File: src/rtl/serial_receiver.sv
// Serial word receiver: samples DataIn on rising edges of the transmit clock,
// assembles LENGTH-bit words MSB first and flags aborted frames.
module serial_receiver #(
    parameter int LENGTH = 16
) (
    input  logic              clk,
    input  logic              reset,
    input  logic              DataIn,
    input  logic              clkTxIn,
    input  logic              DinValid,
    output logic [LENGTH-1:0] dataOut,
    output logic              wordValid,
    output logic              frameError,
    output logic              rxBusy
);

    localparam int CW = $clog2(LENGTH + 1);

    typedef enum logic {
        IDLE,
        RECV
    } state_t;

    state_t            state_q, state_d;
    logic [CW-1:0]     cnt_q, cnt_d;
    logic [LENGTH-1:0] shift_q, shift_d;
    logic [LENGTH-1:0] data_q, data_d;
    logic              valid_q, valid_d;
    logic              ferr_q, ferr_d;
    logic              clk_tx_q, clk_tx_d;
    logic              armed_q, armed_d;
    logic              bit_edge;
    logic [LENGTH-1:0] shifted;

    // Edge detect, word assembly and frame FSM next-state logic.
    // armed_q blocks a false edge when clkTxIn is already high out of reset.
    always_comb begin
        clk_tx_d = clkTxIn;
        armed_d  = armed_q | ~clkTxIn;
        bit_edge = clkTxIn & ~clk_tx_q & armed_q;
        shifted  = {shift_q[LENGTH-2:0], DataIn};
        state_d  = state_q;
        cnt_d    = cnt_q;
        shift_d  = shift_q;
        data_d   = data_q;
        valid_d  = 1'b0;
        ferr_d   = 1'b0;
        unique case (state_q)
            IDLE: begin
                if (bit_edge && DinValid) begin
                    shift_d = shifted;
                    cnt_d   = CW'(1);
                    state_d = RECV;
                end
            end
            RECV: begin
                if (!DinValid) begin
                    ferr_d  = 1'b1;
                    shift_d = '0;
                    cnt_d   = '0;
                    state_d = IDLE;
                end else if (bit_edge) begin
                    shift_d = shifted;
                    if (cnt_q == CW'(LENGTH - 1)) begin
                        data_d  = shifted;
                        valid_d = 1'b1;
                        cnt_d   = '0;
                        state_d = IDLE;
                    end else begin
                        cnt_d = cnt_q + CW'(1);
                    end
                end
            end
        endcase
    end

    // State register with synchronous active-high reset.
    always_ff @(posedge clk) begin
        if (reset) begin
            state_q  <= IDLE;
            cnt_q    <= '0;
            shift_q  <= '0;
            data_q   <= '0;
            valid_q  <= 1'b0;
            ferr_q   <= 1'b0;
            clk_tx_q <= 1'b0;
            armed_q  <= 1'b0;
        end else begin
            state_q  <= state_d;
            cnt_q    <= cnt_d;
            shift_q  <= shift_d;
            data_q   <= data_d;
            valid_q  <= valid_d;
            ferr_q   <= ferr_d;
            clk_tx_q <= clk_tx_d;
            armed_q  <= armed_d;
        end
    end

    assign dataOut    = data_q;
    assign wordValid  = valid_q;
    assign frameError = ferr_q;
    assign rxBusy     = (state_q == RECV);

endmodule

File: config.mk
export PLATFORM = sky130hd
export DESIGN_NAME = serial_receiver
export DESIGN_NICKNAME = d
export VERILOG_FILES = /design/src/rtl/serial_receiver.sv
export SDC_FILE = /design/constraint.sdc
export NUM_CORES = 1
export LEC_CHECK = 0
export BUFFER_PORTS_ARGS = -buffer_cell sky130_fd_sc_hd__clkbuf_2
export CELL_PAD_IN_SITES_DETAIL_PLACEMENT = 0
export CELL_PAD_IN_SITES_GLOBAL_PLACEMENT = 1
export CORE_MARGIN = 1.5
export CORE_UTILIZATION = 26
export CTS_BUF_LIST = sky130_fd_sc_hd__clkbuf_2 sky130_fd_sc_hd__clkbuf_4 sky130_fd_sc_hd__clkbuf_8
export DETAILED_ROUTE_END_ITERATION = 8
export PLACE_DENSITY = 0.52
export SETUP_SLACK_MARGIN = 0.05
export SYNTH_ARGS = -nofsm -noshare
export SYNTH_HDL_FRONTEND = slang
export SYNTH_SLANG_ARGS = --single-unit
File: constraint.sdc
create_clock -name clk -period 1.9 [get_ports clk]
set_clock_uncertainty 0.05 [all_clocks]
set_input_delay 0.38 -clock clk [delete_from_list [all_inputs] [get_ports clk]]
set_output_delay 0.38 -clock clk [all_outputs]
set_load 0.05 [all_outputs]
## After elaboration in Yosys (flattened, before gate mapping)

Index checks and enable logic that the tools add are counted.
Widths: inputs -> output; s select.

- Register bits after elaboration: 41
- Input port bits: 5
- Output and inout port bits: 19
- Word-level logic and storage cells: 41

- $add $sub $neg: 1
- Equal/unequal tests: 3
- Multiplexer cells: 16
- Bitwise logic cells: 8
- Reduce and logical (&&, ||, !) cells: 5

Operator list:

| kind | count |
|---|---|
| $mux 15 | 3 |
| $pmux 15 s2 | 1 |
| $mux 5 | 4 |
| $pmux 5 s2 | 1 |
| $mux 1 | 6 |
| $add 5x1->5 const B | 1 |
| $eq 5x4->1 const B | 1 |
| $not 1->1 | 5 |
| $reduce_and 4->1 | 1 |
| $reduce_or 4->1 | 1 |
| $ne 3x2->1 const B | 1 |
| $and 1x1->1 | 2 |
| $ne 2x2->1 const B | 1 |
| $pmux 1 s2 | 1 |
| $reduce_and 2->1 | 1 |
| $reduce_or 2->1 | 1 |
| $logic_and 1x1->1 | 1 |
| $or 1x1->1 | 1 |

## Depth between registers and ports, before layout

Gate-level depths: netlist of run 1.

- Depth after elaboration: 6
- Mapped depth: 6
- Gate-level depth less buffers: 4

## Worst setup path after synthesis of run 1

OpenSTA, ideal clock, no wires.

- Path type: reg2reg
- From: register state_q, in the netlist rxBusy
- To: register data_q[10], in the netlist dataOut[10]
- Setup time: 0.072 ns
- Data arrival time: 1.697 ns
- Required time: 1.778 ns
- Path slack: 0.082 ns
- Cell stages (with the launch flop): 5
- Path buffers: 1
- Period minus slack after synthesis: 1.818 ns
- Cells stage by stage: dfxtp_1 nand2_1 nor3_4 buf_8 mux2i_1

- Word-level cells in the longest chain between the ends: 1

RTL lines:

| what | RTL line | text |
|---|---|---|
| from (decl) | 24 | `state_t state_q, state_d;` |
| from (signal assigned) | 89 | `state_q <= state_d;` |
| $reduce_and 4->1 (no line) | -- |  |
| to (signal assigned) | 92 | `data_q <= data_d;` |
| to (decl) | 27 | `logic [LENGTH-1:0] data_q, data_d;` |

No other way between the ends.
A chain may end at the register's enable or synchronous reset.

## Final worst setup path of run 1

- From: register cnt_q[0]
- To: register data_q[3], in the netlist dataOut[3]

- Word-level cells in the longest chain between the ends: 2

RTL lines:

| what | RTL line | text |
|---|---|---|
| from (decl) | 25 | `logic [CW-1:0] cnt_q, cnt_d;` |
| from (signal assigned) | 90 | `cnt_q <= cnt_d;` |
| $eq 5x4->1 | 64 | `if (cnt_q == CW'(LENGTH - 1)) begin` |
| $reduce_and 4->1 (no line) | -- |  |

No other way between the ends.

==> results of run 1 <==
==> routing by layer <==
metal	global-route usage	wire length [um]	vias to the layer above
li1	-	-	701
met4	0.0447	46	0
met2	0.174	1610	19
met3	0.0253	107	5
met1	0.141	1860	628
met5	0	0	-
==> logic make-up after synthesis <==
| kind of cell | count (synthesis) |
|---|---|
| simple gates | 85 |
| flops | 41 |
| compound gates | 27 |
| buf+inv | 17 |
| mux | 16 |
| fa+ha+maj | 1 |
==> synthesized netlist by cell type (all sizes together) <==
cell type,number
ha,1
a2111oi,1
clkbuf,8
nand3b,1
nand4b,2
inv,4
a311oi,1
nor3,2
buf,5
o2111ai,3
dfxtp,41
nand4,1
or2b,1
a22oi,1
nand2b,34
nand3,19
and2,1
a31oi,1
a2bb2oi,1
nor3b,1
nor2b,2
nor2,1
o22ai,2
nor4,1
and4b,2
mux2i,16
a21oi,17
nand2,17
==> layout make-up <==
type                    count  area (um^2)
well taps                  77         96.3
multi-input cells         129          843
inverters                   4         15.0
clock buffers               7         96.3
repair buffers             32          220
fillers                   698         4330
clock inverters             1         5.00
flip-flops and latches     41          821
==> registers in the layout, indices dropped and copies added (netlist names) <==
name and flops:
frameError 1, shift_q 15, clk_tx_q 1, dataOut 16
rxBusy 1, wordValid 1, cnt_q 5, armed_q 1
==> stage by stage <==
| stage | setup slack (ps) | power [mW] | cell area (um^2) |
|---|---|---|---|
| final | 300 | 1.57 | 2100 |
| after global routing | 152 | 1.64 | 2100 |
| after CTS | 286 | 1.60 | 2100 |
| after detailed placement | 303 | 0.967 | 2000 |
| after global placement | 297 | 0.967 | 2000 |
| after floorplan | 81.6 | 0.935 | 1750 |
==> path summary, 6_finish.rpt <==
| check | end | slack [ps] | cells past startpoint |
|---|---|---|---|
| setup / recovery | dataOut[3] | 300 | 5 |
| hold / removal | shift_q[0] | 280 | 3 |
| setup reg to reg | dataOut[3] | 300 | 5 |
| hold reg to reg | shift_q[8] | 420 | 2 |
==> power by group <==
group | switching (mW) | leakage, nW | internal, mW
registers | 0.00493 | 0.331 | 0.863
logic | 0.0420 | 0.384 | 0.0350
clock network | 0.296 | 0.0542 | 0.329
==> critical path, cell delays in order, from the launching register on <==
cell	delay (ps)
dfxtp_1	410
ha_1	290
nand4b_4	200
nor3_4	200
buf_12	190
mux2i_1	190
==> flow_metrics.py, run 1 <==
metrics = {
    "worst_hold_path": {
        "hp-class": "in -> reg",
        "min_from": "DataIn",
    },
    "pwr": {
        "power_density_mw_per_mm2": 749,
        "irDropWorstVdd_v": 0.000201,
        "power_leakage_nw": 0.769,
    },
    "clock_network": {
        "cts.path.max_buffers": 2,
        "cts-root-buf": "clkbuf_8",
        "cts_tree": "built",
        "cts_buffers": 5,
        "htree_num_levels": 2,
        "clock_sinks": 41,
        "clk_latency_ps": 280,
        "clkSlewWorstSetupHoldPaths_ps": 80,
        "holdBufCountCts": 0,
        "cts_setup_buffers": 0,
        "ctsResizeCount": 0,
    },
    "sta": {
        "max_freq_mhz": 625,
        "post-route-min-period_ps": 1600,
        "worst_pin_slew_ps": 484,
        "finalMaxSlewViolations": 0,
        "relSlewSlack": 0.678,
        "hold_ws_ps": 277,
        "post-route-period-util": 0.842,
        "setup_viol": 0,
        "tns_ps": 0,
        "final_hold_viol_count": 0,
        "grt_setup_unrepaired": "no",
    },
    "cells_and_area": {
        "fin_util": 0.327,
        "final_nets": 219,
        "syn_to_final_growth_pct": 20.1,
        "stdcell_count": 291,
        "n_antenna_cell": 0,
        "drive_gt1_frac": 0.201,
        "mostFrequentLayoutCell": "dfxtp_1",
        "layout_common_cells": "dfxtp_1 (41), nand2b_1 (34), clkbuf_2 (23)",
    },
    "logic_synthesis": {
        "synth_mux_area_frac": 0.0918,
        "synth_xor_area_frac": 0,
        "synth_top_family_by_area": "simple AND/OR/NAND/NOR gates",
        "synth.area.top_cells": "dfxtp_1 (47%), nand2b_1 (12%), mux2i_1 (9.2%), nand3_1 (5.4%), a21oi_1 (4.9%)",
        "yosysTopAreaCell": "dfxtp_1",
        "yosysUniqueCellTypes": 32,
        "synth_compound_area_frac": 0.0939,
        "synthAdderAreaFrac": 0.00717,
        "syn_inst": 187,
        "synth_simple_gate_area_share": 0.290,
        "ys_seq_area_frac": 0.470,
        "synth_seq_cells": 41,
        "syn_nets": 193,
        "synth_area_mm2": 0.00175,
        "synth.avg_cell_area_um2": 9.33,
        "yosys_warnings": 0,
        "post-synth-top-area-fraction": 0.470,
    },
    "die": {
        "fp.coreArea_mm2": 0.00642,
        "fp-row-count": 29,
        "io_pins": 24,
        "die_w_um": 84.9,
        "initial_core_util": 0.272,
        "die-area_mm2": 0.00721,
        "die_h_um": 84.9,
    },
    "setup_path": {
        "crit_path_max_fanout": 16,
        "crit_arrival_ps": 1770,
        "required_ps": 2070,
        "cp-end-kind": "flop",
        "critPathKind": "reg -> reg",
        "cp-start-kind": "flop",
        "r2r_start": "cnt_q[0]",
        "crit_path_start": "cnt_q[0]",
    },
    "route": {
        "routed_wirelength_mm": 3.63,
        "drcViolationCount": 2,
        "vias": 1353,
        "dr.pass1.iters": 6,
        "wl_per_cell_um": 12.5,
        "drt-initial-drc-count": 48,
        "drt-vias-per-instance": 4.65,
        "ant_nets": 0,
    },
    "global_routing": {
        "antenna_found_initial": 0,
        "grt_pass1_vias": 1321,
        "grt_max_degree": 23,
        "grt_overflow": 0,
        "grt_first_pass_wirelength_mm": 6.29,
        "grt_usage": 0.109,
    },
    "status": {
        "violations": "design-rule violations",
        "status": "finished with violations",
    },
    "place": {
        "dp_hpwl_mm": 2.49,
        "dp_cells": 283,
        "portBuffers": 23,
        "place.gp.congestion": 0.723,
    },
    "run": {
        "cap_violations": 0,
    },
}
Note: power is estimated with default switching activity, not from simulation.
==> run 2, diff against run 1 <==
clock period = 1.5 ns   (was 1.9 ns; I/O delays follow)
==> run 2 against run 1 <==
  * Largest power group unchanged
  * The run still ends with design-rule violations left
  * Clock power grew 19%
  * Non-clock buffer count increased by 6
  * Design area grew 3.5%
  * Fmax is 13% higher
  * Die area is the same
  * Largest cell class unchanged
  * Routed wire length up 3.2%
  * Sequential share of layout area is 0.73 points lower
==> flow_metrics.py, run 2 (synthesis results as in run 1) <==
metrics = {
    "route": {
        "drt-initial-drc-count": 84,
        "dr.pass1.iters": 6,
        "ant_nets": 0,
        "vias": 1338,
        "drcViolationCount": 4,
        "drt-vias-per-instance": 4.52,
        "wl_per_cell_um": 12.7,
        "routed_wirelength_mm": 3.75,
    },
    "global_routing": {
        "antenna_found_initial": 0,
        "grt_overflow": 0,
        "grt_max_degree": 59,
        "grt_pass1_vias": 1229,
        "grt_first_pass_wirelength_mm": 6.17,
        "grt_usage": 0.108,
    },
    "setup_path": {
        "cp-end-kind": "flop",
        "critPathKind": "reg -> reg",
        "required_ps": 1680,
        "crit_path_max_fanout": 8,
        "crit_slowest_cell": "dfxtp_4",
        "slowest_delay_ps": 380,
        "cp-start-kind": "flop",
        "crit_arrival_ps": 1600,
        "crit_chain": "ha_4 -> nand4b_4 -> nor3_4 -> clkbuf_16 -> mux2i_1",
    },
    "cells_and_area": {
        "layout_common_cells": "dfxtp_1 (37), nand2b_1 (34), clkbuf_2 (23)",
        "seq_area_um2": 833,
        "n_antenna_cell": 0,
        "fillerInstances": 673,
        "mostFrequentLayoutCell": "dfxtp_1",
        "syn_to_final_growth_pct": 24.3,
        "largest_reg_flops": 16,
        "multi_input_area_um2": 866,
        "final_nets": 225,
        "drive_gt1_frac": 0.242,
        "fin_util": 0.338,
    },
    "sta": {
        "post-route-min-period_ps": 1420,
        "finalMaxSlewViolations": 0,
        "grt_setup_unrepaired": "yes",
        "setup_viol": 0,
        "relSlewSlack": 0.767,
        "post-route-period-util": 0.946,
        "fin_ws_ps": 80.8,
        "final_hold_viol_count": 0,
        "worst_pin_slew_ps": 349,
        "max_freq_mhz": 705,
    },
    "place": {
        "dp_hpwl_mm": 2.30,
        "place.gp.congestion": 0.669,
        "portBuffers": 23,
        "pre_cts_ws_ps": 92.5,
    },
    "run": {
        "cap_violations": 0,
    },
    "die": {
        "die_h_um": 84.9,
        "die-area_mm2": 0.00721,
        "fp.coreArea_mm2": 0.00642,
        "initial_core_util": 0.272,
        "fp-row-count": 29,
        "io_pins": 24,
        "die_w_um": 84.9,
    },
    "pwr": {
        "irDropWorstVdd_v": 0.000506,
        "total_power_mw": 1.94,
        "power_density_mw_per_mm2": 892,
        "power_leakage_nw": 0.804,
    },
    "clock_network": {
        "cts_tree": "built",
        "cts_buffers": 5,
        "cts-root-buf": "clkbuf_8",
        "clkSlewWorstSetupHoldPaths_ps": 80,
        "cts.path.max_buffers": 2,
        "clock_sinks": 41,
        "clk_latency_ps": 290,
        "htree_num_levels": 2,
    },
    "worst_hold_path": {
        "hp-class": "in -> reg",
    },
    "status": {
        "status": "finished with violations",
        "violations": "design-rule violations",
    },
}
## run 2: changes by cell type in the layout (fill, tap and decap cells not counted), sizes merged
cell | before | now
inv | 4 | 5
buf | 9 | 14
clkinv | 1 | 0
## run 2: cell type report
class,instances,area share
Clock inverter,1,0.00288
Sequential cell,41,0.384
Inverter,4,0.00692
Tap cell,77,0.0444
Clock buffer,6,0.0381
Timing Repair Buffer,38,0.125
Multi-Input combinational cell,129,0.399
## run 2: report_power, final
| part | switching, mW | internal [mW] | leakage, nW | total, mW |
|---|---|---|---|---|
| logic | 0.0540 | 0.0409 | 0.423 | 0.0949 |
| registers | 0.00727 | 1.09 | 0.333 | 1.10 |
| clock network | 0.379 | 0.365 | 0.0476 | 0.744 |
## run 2: critical path, delay by kind of cell (launching register included)
| family | cells | cell delay (ps) |
|---|---|---|
| muxes | 1 | 170 |
| adders and majority gates | 1 | 150 |
| and+or+nand+nor | 2 | 370 |
| buffers and inverters | 1 | 230 |
| DFF | 1 | 380 |
## run 2: repair_timing
item | in CTS | in global routing
hold buffers | 0 | 0
setup endpoints to repair | 0 | 9
gates resized for setup | 0 | 4
buffers inserted | 0 | 2
## run 2: worst paths after layout
| path | startpoint | end | slack, ps | depth (start not counted) |
|---|---|---|---|---|
| max | cnt_q[0] | dataOut[9] | 80 | 5 |
| min | DataIn | shift_q[0] | 200 | 3 |
| max reg2reg | cnt_q[0] | dataOut[9] | 80 | 5 |
| min reg2reg | shift_q[3] | shift_q[4] | 420 | 2 |
## run 2: per-stage QoR
stage	instances	TNS, ps	instance area (um^2)	hold WS, ps
detailed placement	286	0	2030	410
global route	296	0	2170	203
CTS	293	0	2120	193
floorplan	187	-527	1770	342
finish	296	0	2170	197
global placement	286	0	2030	408
## run 2: per-layer routing
layer | up-vias | wire [um] | track usage
li1 | 706 | - | -
met1 | 605 | 2080 | 0.157
met2 | 22 | 1470 | 0.148
met3 | 5 | 158 | 0.0340
met4 | 0 | 46 | 0.0402
met5 | - | 0 | 0
==> run 3, diff against run 2 <==
CORE_UTILIZATION = 30   (was 26)
PLACE_DENSITY = 0.58   (was 0.52)
SETUP_SLACK_MARGIN = 0.5   (was 0.05)
SLEW_MARGIN = 20   (was default)
==> run 3 against run 2 <==
  * The run now ends clean
  * Global-route usage increased by 2.6 points
  * Register-to-register slack improved by 40 ps
  * Cell count grew 3.4%
  * Clock power increased by 42%
  * Flip-flop and latch count unchanged
  * Non-clock buffer count is 14 higher
  * Sequential power about the same
  * Count of clock-buffer cells in the layout is 1 lower
  * Design area grew 28%
  * Via count grew 9.9%
  * Critical path type unchanged
==> flow_metrics.py, run 3 (synthesis results as in run 1) <==
metrics = {
    "status": {
        "status": "complete, no violations",
    },
    "route": {
        "wl_met1_mm": 1.84,
        "vias": 1470,
        "drt-vias-per-instance": 4.80,
        "wl_per_cell_um": 12.9,
        "route.met3.wl_um": 117,
        "dr.pass1.iters": 4,
        "ant_nets": 0,
        "top_layer": "met4",
        "routed_wirelength_mm": 3.95,
        "drcViolationCount": 0,
        "wl_met2_mm": 1.95,
        "drt-initial-drc-count": 85,
    },
    "sta": {
        "post-route-period-util": 0.922,
        "final_hold_viol_count": 0,
        "tns_ps": 0,
        "max_freq_mhz": 723,
        "worst_pin_slew_ps": 412,
        "finalMaxSlewViolations": 0,
        "setup_viol": 0,
        "relSlewSlack": 0.725,
        "hold_ws_ps": 192,
        "post-route-min-period_ps": 1380,
        "grt_setup_unrepaired": "yes",
    },
    "place": {
        "dp_cells": 279,
        "placed_area_mm2": 0.00206,
        "portBuffers": 23,
        "dp_hpwl_mm": 2.36,
        "place.gp.congestion": 0.850,
    },
    "cells_and_area": {
        "layout_common_cells": "nand2b_1 (33), buf_4 (20), dfxtp_2 (19)",
        "fillerInstances": 522,
        "n_antenna_cell": 0,
        "final_nets": 239,
        "seq_area_um2": 860,
        "mostFrequentLayoutCell": "nand2b_1",
        "fin_util": 0.499,
        "design_area_mm2": 0.00278,
        "drive_gt1_frac": 0.504,
        "multi_input_area_mm2": 0.00102,
        "largest_reg_flops": 16,
        "stdcell_count": 306,
        "syn_to_final_growth_pct": 59.2,
    },
    "global_routing": {
        "grt_first_pass_wirelength_mm": 6.47,
        "grt_max_degree": 40,
        "grt_usage": 0.133,
        "antenna_found_initial": 0,
        "grt_pass1_vias": 1381,
        "grt_overflow": 0,
    },
    "clock_network": {
        "clk_latency_ps": 290,
        "clock_sinks": 41,
        "cts_tree": "built",
        "clkSlewWorstSetupHoldPaths_ps": 90,
        "cts-root-buf": "clkbuf_8",
        "htree_num_levels": 2,
        "cts.path.max_buffers": 2,
        "cts_buffers": 5,
    },
    "setup_path": {
        "rr_worst_depth": 6,
        "crit_arrival_ps": 1550,
        "cp-end-kind": "flop",
        "required_ps": 1660,
        "critPathKind": "reg -> reg",
        "crit_path_max_fanout": 8,
        "cp-start-kind": "flop",
    },
    "pwr": {
        "combPwrFrac": 0.053,
        "netSwitchingFraction": 0.205,
        "p_clk_frac": 0.465,
        "power_leakage_nw": 1.12,
        "intPower_mw": 1.80,
        "power_density_mw_per_mm2": 817,
        "irDropWorstVdd_v": 0.000368,
        "p_seq_frac": 0.483,
        "p_sw_mw": 0.466,
    },
    "worst_hold_path": {
        "worstHoldPathCells": 3,
        "hp-class": "in -> reg",
    },
    "die": {
        "fp.coreArea_mm2": 0.00557,
        "fp-row-count": 27,
        "initial_core_util": 0.313,
        "die_h_um": 79.3,
        "die_w_um": 79.3,
        "die-area_mm2": 0.00628,
        "io_pins": 24,
    },
    "run": {
        "cap_violations": 0,
    },
}
-- run 3: cell types whose count changed in the layout (fill, tap and decap cells not counted), sizes merged --
cell,before,now
inv,5,4
clkbuf,30,13
buf,14,44
clkinv,0,1
bufinv,0,2
-- run 3: worst paths after layout --
check / startpoint / to / slack, ps
setup / recovery: cnt_q[0] / dataOut[2] / 120
hold / removal: DataIn / shift_q[0] / 190
setup reg to reg: cnt_q[0] / dataOut[2] / 120
hold reg to reg: shift_q[2] / shift_q[3] / 430
-- run 3: metal layers --
metal | up-vias | global-route usage
li1 | 735 | -
met1 | 702 | 0.165
met2 | 27 | 0.221
met3 | 6 | 0.0402
met4 | 0 | 0.0421
met5 | - | 0
-- run 3: critical path, stage by stage, from the launching register on --
cell and delay (ps):
dfxtp_4 360, ha_4 140, nand4b_4 110, nor3_4 180, buf_6 130, buf_12 130, mux2i_1 200
-- run 3: through the flow --
step	power, mW	worst slack, ps
CTS	2.30	128
global route	2.36	42.5
global placement	1.21	134
detailed placement	1.22	66.9
finish	2.27	118
floorplan	1.19	-52.7
-- run 3: power by group through the flow --
stage	Clock (mW)	Sequential, mW	Combinational, mW
after detailed placement	0	1.12	0.0938
final	1.06	1.10	0.119
after floorplan	0	1.13	0.0659
after CTS	1.08	1.10	0.118
after global routing	1.13	1.10	0.128
after global placement	0	1.12	0.0924
-- run 3: repair_timing --
action	in CTS	in global routing
gates resized for setup	96	21
hold buffers	0	0
pin swaps	20	2
setup endpoints to repair	58	57
setup buffers	9	8
gates cloned	2	0
-- run 3: cell type report --
class / instances / area share
Inverter: 4 / 0.00540
Timing Repair Buffer: 52 / 0.236
Tap cell: 72 / 0.0324
Clock buffer: 5 / 0.0248
Sequential cell: 41 / 0.309
Multi-Input combinational cell: 129 / 0.369
Clock inverter: 3 / 0.0234
